===== src/rtl/gmux_qen_ctrl.sv =====
// gmux_qen_ctrl
// Per-quadrant clock-gate enable controller for a global clock mux.
// Each quadrant runs an OFF/ON/DRAIN state machine that decides whether its
// clock-gate enable is high. When a quadrant is released, DRAIN keeps its
// enable high for DRAIN_CYC more cycles so downstream logic can settle.
//
// Optional feature macro: GMUX_QEN_DRAIN_EN
//   defined   : DRAIN state, drain counter and BUSY are present
//   undefined : ON drops straight to OFF, BUSY is tied low
//
// Ports
//   GCLKIN  in   1       global clock, all state on rising edge
//   RST     in   1       synchronous active-high reset
//   SSEL    in   1       0 = static mode (SEN), 1 = dynamic mode (DEN/DYNEN)
//   SEN     in   N_QUAD  per-quadrant static enable
//   DEN     in   N_QUAD  per-quadrant dynamic enable value
//   DYNEN   in   N_QUAD  per-quadrant dynamic update strobe
//   VLP     in   N_QUAD  per-quadrant very-low-power force-off
//   QEN     out  N_QUAD  registered quadrant clock-gate enable
//   BUSY    out  N_QUAD  registered, high while the quadrant drains
//   ALL_OFF out  1       registered, high when every quadrant is OFF
module gmux_qen_ctrl #(
  parameter int N_QUAD    = 4,
  parameter int DRAIN_CYC = 8,
  parameter int CNT_W     = 4
) (
  input  logic              GCLKIN,
  input  logic              RST,
  input  logic              SSEL,
  input  logic [N_QUAD-1:0] SEN,
  input  logic [N_QUAD-1:0] DEN,
  input  logic [N_QUAD-1:0] DYNEN,
  input  logic [N_QUAD-1:0] VLP,
  output logic [N_QUAD-1:0] QEN,
  output logic [N_QUAD-1:0] BUSY,
  output logic              ALL_OFF
);

  // Reject configurations the counter cannot represent.
  if (N_QUAD < 1 || N_QUAD > 16 || CNT_W < 1 ||
      DRAIN_CYC < 1 || DRAIN_CYC > (2**CNT_W) - 1) begin : g_param_check
    $error("gmux_qen_ctrl: illegal parameter combination");
  end

`ifdef GMUX_QEN_DRAIN_EN
  typedef enum logic [1:0] {
    ST_OFF   = 2'd0,
    ST_ON    = 2'd1,
    ST_DRAIN = 2'd2
  } state_t;

  localparam logic [CNT_W-1:0] DRAIN_LOAD = CNT_W'(DRAIN_CYC - 1);
`else
  typedef enum logic {
    ST_OFF = 1'b0,
    ST_ON  = 1'b1
  } state_t;
`endif

  state_t            state_q [N_QUAD];
  state_t            state_d [N_QUAD];
  logic [N_QUAD-1:0] den_q;
  logic [N_QUAD-1:0] want;
  logic [N_QUAD-1:0] next_off;

`ifdef GMUX_QEN_DRAIN_EN
  logic [CNT_W-1:0]  cnt_q [N_QUAD];
  logic [CNT_W-1:0]  cnt_d [N_QUAD];
`endif

  // Request per quadrant. In dynamic mode a live strobe bypasses the hold
  // bit so the new DEN value acts on the same edge that captures it.
  always_comb begin
    want = '0;
    for (int i = 0; i < N_QUAD; i++) begin
      if (VLP[i])
        want[i] = 1'b0;
      else if (!SSEL)
        want[i] = SEN[i];
      else
        want[i] = DYNEN[i] ? DEN[i] : den_q[i];
    end
  end

  // Next-state logic. VLP beats everything and skips the drain entirely.
  always_comb begin
    for (int i = 0; i < N_QUAD; i++) begin
      state_d[i] = state_q[i];
`ifdef GMUX_QEN_DRAIN_EN
      cnt_d[i]   = cnt_q[i];
      case (state_q[i])
        ST_OFF: begin
          if (want[i])
            state_d[i] = ST_ON;
        end
        ST_ON: begin
          if (VLP[i]) begin
            state_d[i] = ST_OFF;
          end else if (!want[i]) begin
            state_d[i] = ST_DRAIN;
            cnt_d[i]   = DRAIN_LOAD;
          end
        end
        ST_DRAIN: begin
          // Counter is only decremented while nonzero, so it cannot wrap.
          if (VLP[i])
            state_d[i] = ST_OFF;
          else if (want[i])
            state_d[i] = ST_ON;
          else if (cnt_q[i] == '0)
            state_d[i] = ST_OFF;
          else
            cnt_d[i] = cnt_q[i] - 1'b1;
        end
        default: state_d[i] = ST_OFF;
      endcase
`else
      if (state_q[i] == ST_OFF) begin
        if (want[i])
          state_d[i] = ST_ON;
      end else begin
        if (!want[i])
          state_d[i] = ST_OFF;
      end
`endif
      next_off[i] = (state_d[i] == ST_OFF);
    end
  end

  // State, hold bits and outputs. Outputs are decoded from the next state
  // so they line up with the state register rather than lagging it.
  always_ff @(posedge GCLKIN) begin
    if (RST) begin
      for (int i = 0; i < N_QUAD; i++) begin
        state_q[i] <= ST_OFF;
`ifdef GMUX_QEN_DRAIN_EN
        cnt_q[i]   <= '0;
`endif
      end
      den_q   <= '0;
      QEN     <= '0;
      ALL_OFF <= 1'b1;
`ifdef GMUX_QEN_DRAIN_EN
      BUSY    <= '0;
`endif
    end else begin
      for (int i = 0; i < N_QUAD; i++) begin
        state_q[i] <= state_d[i];
        QEN[i]     <= (state_d[i] != ST_OFF);
`ifdef GMUX_QEN_DRAIN_EN
        cnt_q[i]   <= cnt_d[i];
        BUSY[i]    <= (state_d[i] == ST_DRAIN);
`endif
      end
      den_q   <= (DYNEN & DEN) | (~DYNEN & den_q);
      ALL_OFF <= &next_off;
    end
  end

`ifndef GMUX_QEN_DRAIN_EN
  assign BUSY = '0;
`endif

endmodule

===== config.mk =====
export PLATFORM = sky130hd
export DESIGN_NAME = gmux_qen_ctrl
export DESIGN_NICKNAME = d
export VERILOG_FILES = /design/src/rtl/gmux_qen_ctrl.sv
export SDC_FILE = /design/constraint.sdc
export NUM_CORES = 1
export LEC_CHECK = 0
export CORE_AREA = 4 4 41 43
export DETAILED_ROUTE_END_ITERATION = 8
export DIE_AREA = 0 0 45 47
export GPL_ROUTABILITY_DRIVEN = 0
export PLACE_DENSITY = 0.69
export RECOVER_POWER = 25
export SLEW_MARGIN = 20
export SYNTH_ARGS = -nofsm -noshare
export SYNTH_HDL_FRONTEND = slang
export SYNTH_SLANG_ARGS = --single-unit

===== constraint.sdc =====
create_clock -name GCLKIN -period 2.75 [get_ports GCLKIN]
set_input_delay 0.275 -clock GCLKIN [delete_from_list [all_inputs] [get_ports GCLKIN]]
set_output_delay 0.275 -clock GCLKIN [all_outputs]
set_load 0.01 [all_outputs]

==> impl_metrics.env, run 1 <==
export IMPL_die_y_um=47
export IMPL_worst_setup_path_start_kind="register"
export IMPL_tns_ns=0
export IMPL_grt_pass1_wl_um=1060
export IMPL_ioPinCount=28
export IMPL_cts_resized=0
export IMPL_rows=13
export IMPL_diodes=0
export IMPL_hold_viol=0
export IMPL_crit_path_top_delay_cell="clkdlybuf4s50_1"
export IMPL_post_route_min_period_ns=1.36
export IMPL_clkSinkCount=9
export IMPL_dp_hpwl_um=660
export IMPL_ys_warn_count=0
export IMPL_syn_area_per_cell_um2=9.67
export IMPL_clock_path_buffers=2
export IMPL_min_path_type="reg -> reg"
export IMPL_worstSetupPathType="reg -> out"
export IMPL_grt_pass1_vias=290
export IMPL_status="finished clean"
export IMPL_drt_pass1_iterations=3
export IMPL_synth_cell_area_um2=358
export IMPL_detail_route_wl_per_cell_um=9.74
export IMPL_setup_viol=0
export IMPL_cts_buffers=3
export IMPL_powerDensity_nw_per_um2=479
export IMPL_clock_latency_ns=0.25
export IMPL_tritoncts="done"
export IMPL_via_per_inst=4.03
export IMPL_cts_hold_buffers=0
export IMPL_dieArea_um2=2120
export IMPL_core_area_um2=1300
export IMPL_post_route_period_util_pct=49.3
export IMPL_stdcell_area_um2=609
export IMPL_root_buffer="clkbuf_4"
export IMPL_post_dp_cell_area_um2=583
export IMPL_grt_overflow_total=0
export IMPL_cp_arrival_ns=1.08
export IMPL_end_kind="output port"
export IMPL_track_usage_pct=7.77
export IMPL_path_max_fanout=1
export IMPL_grt_setup_unrepaired="no"
export IMPL_synth_seq_cells=9
export IMPL_grt_max_degree=9
export IMPL_yosysSeqAreaShare_pct=50.3
export IMPL_holdWs_ns=0.488
export IMPL_ir_worst_vdd_mv=0.334
export IMPL_totalWireLength_um=750
export IMPL_areaGrowthSynthToFinish_pct=70.3
export IMPL_drive_gt1_share_pct=6.45
export IMPL_ys_types=11
export IMPL_drv_slew=0
export IMPL_io_buffers=23
export IMPL_clkTransAtPathRegs_ns=0.06
export IMPL_drc=0
export IMPL_detail_route_iter0_violations=2
export IMPL_required_ns=2.48
export IMPL_num_vias=310
export IMPL_start_util_pct=27.5
export IMPL_synth_cells=37
export IMPL_path_buf_inv=1
export IMPL_crit_chain="clkdlybuf4s50_1"
export IMPL_fin_skew_ns=0.00224
export IMPL_max_cap_viol_count=0
export IMPL_layout_nets=82
export IMPL_cpPeakStageDelay_ns=0.52
export IMPL_ant_nets=0
export IMPL_htreeDepth=1
export IMPL_die_x_um=45
export IMPL_cts_setup_buffers=0
export IMPL_path_delay_family="buffers and inverters"
export IMPL_power_leakage_nw=0.254
export IMPL_antenna_found_initial=0
export IMPL_clock_fmax_mhz=737
## synthesized netlist by cell type
| library cell | instances | share of area, % |
|---|---|---|
| a211oi_1 | 4 | 8.4 |
| and2_1 | 3 | 5.2 |
| and2_2 | 1 | 2.1 |
| buf_2 | 1 | 1.4 |
| buf_4 | 4 | 8.4 |
| conb_1 | 1 | 1.0 |
| dfxtp_1 | 9 | 50 |
| inv_1 | 1 | 1.0 |
| mux2i_1 | 4 | 11 |
| nor2_1 | 8 | 8.4 |
| o41ai_1 | 1 | 2.4 |
## cells in the final DEF, fill, tap and decap left out
cell,synthesis,final
a211oi_1,4,4
and2_1,3,3
and2_2,1,1
clkbuf_1,0,1
clkbuf_4,0,3
clkdlybuf4s50_1,0,20
conb_1,1,4
dfxtp_1,9,9
dlygate4sd3_1,0,3
inv_1,1,1
mux2i_1,4,4
nor2_1,8,8
o41ai_1,1,1
## cells by family after synthesis
| logic type | count (synthesis) | share of synthesized area, % |
|---|---|---|
| AO/OA/AOI/OAI | 5 | 10.8 |
| other | 1 | 1.05 |
| multiplexers | 4 | 11.2 |
| buffers and inverters | 6 | 10.8 |
| flip-flops | 9 | 50.3 |
| AND/OR/NAND/NOR | 12 | 15.7 |
## per-stage QoR
step	std cells	power [mW]	worst slack [ns]	utilization (%)
floorplan	40	0.167	1.77	-
global placement	73	0.199	1.19	44.8
detailed placement	73	0.200	1.15	44.8
CTS	77	0.300	1.38	46.8
global route	77	0.314	1.35	46.8
finish	77	0.292	1.39	46.8
## state kept, by name (all words and copies together) (netlist names)
register  cells
QEN           4
den_q         4
ALL_OFF       1
## power breakdown
| part | leakage (nW) | switching [mW] | internal [mW] |
|---|---|---|---|
| clock | 0.0150 | 0.0410 | 0.0556 |
| sequential | 0.0743 | 0.00173 | 0.138 |
| combinational | 0.165 | 0.0192 | 0.0362 |
| total | 0.254 | 0.0620 | 0.230 |
## final cells by class
cell class / count / area, um2
Tap cell: 15 / 18.8
Multi-Input combinational cell: 25 / 150
Fill cell: 130 / 692
Inverter: 1 / 3.75
Timing Repair Buffer: 23 / 230
Sequential cell: 9 / 180
Clock buffer: 4 / 26.3
## layer usage
metal  track usage (%)  wire (um)  vias to the layer above
met2              13.0        391                       12
met1              5.73        279                      129
li1                  -          -                      167
met4              5.26         10                        0
met5                 0          0                        -
met3              6.90         69                        2
## worst paths after layout
| path | startpoint | end | slack [ns] | cells past startpoint |
|---|---|---|---|---|
| worst max register to register | den_q[2] | ALL_OFF | 1.70 | 3 |
| worst min register to register | den_q[3] | den_q[3] | 0.49 | 2 |
| worst max-delay path | QEN[0] | QEN[0] | 1.39 | 1 |
| worst min-delay path | den_q[3] | den_q[3] | 0.49 | 2 |
Power figures use the tool's default switching activity.
==> run 2, diff against run 1 <==
--- a/config.mk
+++ b/config.mk
@@ -5,11 +5,11 @@
 export SDC_FILE = /design/constraint.sdc
 export NUM_CORES = 1
 export LEC_CHECK = 0
-export CORE_AREA = 4 4 41 43
+export CORE_MARGIN = 4
+export CORE_UTILIZATION = 27
 export DETAILED_ROUTE_END_ITERATION = 8
-export DIE_AREA = 0 0 45 47
 export GPL_ROUTABILITY_DRIVEN = 0
-export PLACE_DENSITY = 0.69
+export PLACE_DENSITY = 0.72
 export RECOVER_POWER = 25
 export SLEW_MARGIN = 20
 export SYNTH_ARGS = -nofsm -noshare
==> constraint.sdc (replaced) <==
create_clock -name GCLKIN -period 1.17 [get_ports GCLKIN]
set_input_delay 0.117 -clock GCLKIN [delete_from_list [all_inputs] [get_ports GCLKIN]]
set_output_delay 0.117 -clock GCLKIN [all_outputs]
set_load 0.01 [all_outputs]
==> impl_metrics.env, run 2 (same netlist as run 1, synthesis figures left out) <==
export IMPL_r2r_slack_ns=0.14
export IMPL_top_regs="QEN (4), den_q (4), ALL_OFF (1)"
export IMPL_grt_overflow_total=0
export IMPL_detail_route_wl_per_cell_um=10.9
export IMPL_ir_worst_vdd_mv=0.556
export IMPL_min_path_type="in -> reg"
export IMPL_cts_hold_buffers=0
export IMPL_drc=0
export IMPL_cp_arrival_ns=1.30
export IMPL_clock_fmax_mhz=875
export IMPL_status="finished clean"
export IMPL_drt_pass1_iterations=2
export IMPL_dieArea_um2=1970
export IMPL_drv_slew=0
export IMPL_grt_max_degree=9
export IMPL_grt_setup_unrepaired="yes"
export IMPL_track_usage_pct=9.92
export IMPL_final_common_cell="clkdlybuf4s50_1"
export IMPL_post_place_ws_ns=-0.238
export IMPL_num_vias=340
export IMPL_rows=12
export IMPL_root_buffer="clkbuf_4"
export IMPL_regArea_um2=180
export IMPL_post_dp_cell_area_um2=612
export IMPL_r2r_start="den_q[2]"
export IMPL_io_buffers=23
export IMPL_stdcell_area_um2=643
export IMPL_clock_path_buffers=2
export IMPL_ioPinCount=28
export IMPL_start_util_pct=30.6
export IMPL_drive_gt1_share_pct=14.9
export IMPL_intPower_mw=0.551
export IMPL_r2r_cells=3
export IMPL_p_seq_share_pct=46.5
export IMPL_multiInputGateArea_um2=154
export IMPL_required_ns=1.33
export IMPL_grt_pass1_vias=331
export IMPL_setup_viol=0
export IMPL_switching_share_pct=22.2
export IMPL_via_per_inst=4.20
export IMPL_hold_viol=0
export IMPL_worst_setup_path_start_kind="input pin"
export IMPL_totalWireLength_um=879
export IMPL_switchingPower_mw=0.157
export IMPL_areaGrowthSynthToFinish_pct=79.7
export IMPL_htreeDepth=1
export IMPL_min_path_cells=3
export IMPL_diodes=0
export IMPL_clkSinkCount=9
export IMPL_fin_ws_ns=0.0277
export IMPL_timing_rr_end="ALL_OFF"
export IMPL_antenna_found_initial=0
export IMPL_clkTransAtPathRegs_ns=0.06
export IMPL_cts_buffers=3
export IMPL_core_area_um2=1170
export IMPL_post_route_period_util_pct=97.6
export IMPL_p_comb_share_pct=20.7
export IMPL_tritoncts="done"
export IMPL_die_x_um=44.4
export IMPL_end_kind="register"
export IMPL_grt_pass1_wl_um=1380
export IMPL_powerDensity_nw_per_um2=1100
export IMPL_worstSetupPathType="in -> reg"
export IMPL_fin_skew_ns=0.000842
export IMPL_power_leakage_nw=0.291
export IMPL_ant_nets=0
export IMPL_layout_nets=87
export IMPL_die_y_um=44.4
export IMPL_layout_common_cells="clkdlybuf4s50_1, dfxtp_1, nor2_1"
export IMPL_max_cap_viol_count=0
export IMPL_clock_latency_ns=0.25
export IMPL_startpoint="DYNEN[2]"
export IMPL_power_mw=0.708
export IMPL_dp_hpwl_um=766
export IMPL_hold_end="ALL_OFF"
export IMPL_worstHoldStart="RST"
export IMPL_fill_cells=119
export IMPL_path_max_fanout=2
export IMPL_clockPowerShare_pct=32.8
export IMPL_post_route_min_period_ns=1.14
export IMPL_detail_route_iter0_violations=2
==> run 2: layout make-up <==
class                   instances  share of cell area, %
inverters                       1                  0.584
clock buffers                   4                   4.09
well taps                      14                   2.72
flip-flops and latches          9                   28.0
repair buffers                 28                   40.7
multi-input cells              25                   23.9
==> run 2: timing repair <==
action | 4_1_cts | 5_1_grt
endpoints found under the setup margin | 5 | 2
pin swaps | 0 | 0
cloned | 0 | 0
setup buffers | 0 | 1
resized for setup | 5 | 1
==> run 2: metrics by stage <==
step / TNS (ns) / utilization (%) / instances / hold slack [ns]
2_1_floorplan: 0 / - / 40 / 0.189
3_3_place_gp: -0.852 / 52.2 / 76 / 0.507
3_5_place_dp: -0.942 / 52.2 / 76 / 0.512
4_1_cts: 0 / 54.0 / 80 / 0.509
5_1_grt: -0.0127 / 54.9 / 81 / 0.527
6_report: 0 / 54.9 / 81 / 0.508
==> run 2: critical path, cell delays in order <==
cell	delay [ns]
clkdlybuf4s50_1	0.49
mux2i_2	0.24
a211oi_1	0.12
o41ai_1	0.34
==> run 2: how the worst max path moves through the flow <==
stage / to / cells after the start
CTS: ALL_OFF / 4
detailed placement: ALL_OFF / 4
global route: QEN[3] / 4
global placement: ALL_OFF / 4
finish: ALL_OFF / 4
floorplan: ALL_OFF / 3
==> run 2: metal layers <==
layer  vias to the layer above  part of all wire, %  track usage, %  wire, um
met5                         -                    0               0         0
met4                         0                 0.91            3.61         8
met3                         2                  8.0            4.88        70
met2                        10                   54            17.2       479
met1                       153                   36            10.3       319
li1                        175                    -               -         -
==> run 2: power groups by stage <==
stage               Combinational [mW]  Sequential, mW  Clock [mW]
CTS                              0.143           0.330       0.238
floorplan                       0.0511           0.341           0
global placement                 0.147           0.336           0
finish                           0.146           0.329       0.233
detailed placement               0.149           0.337           0
global route                     0.159           0.331       0.259
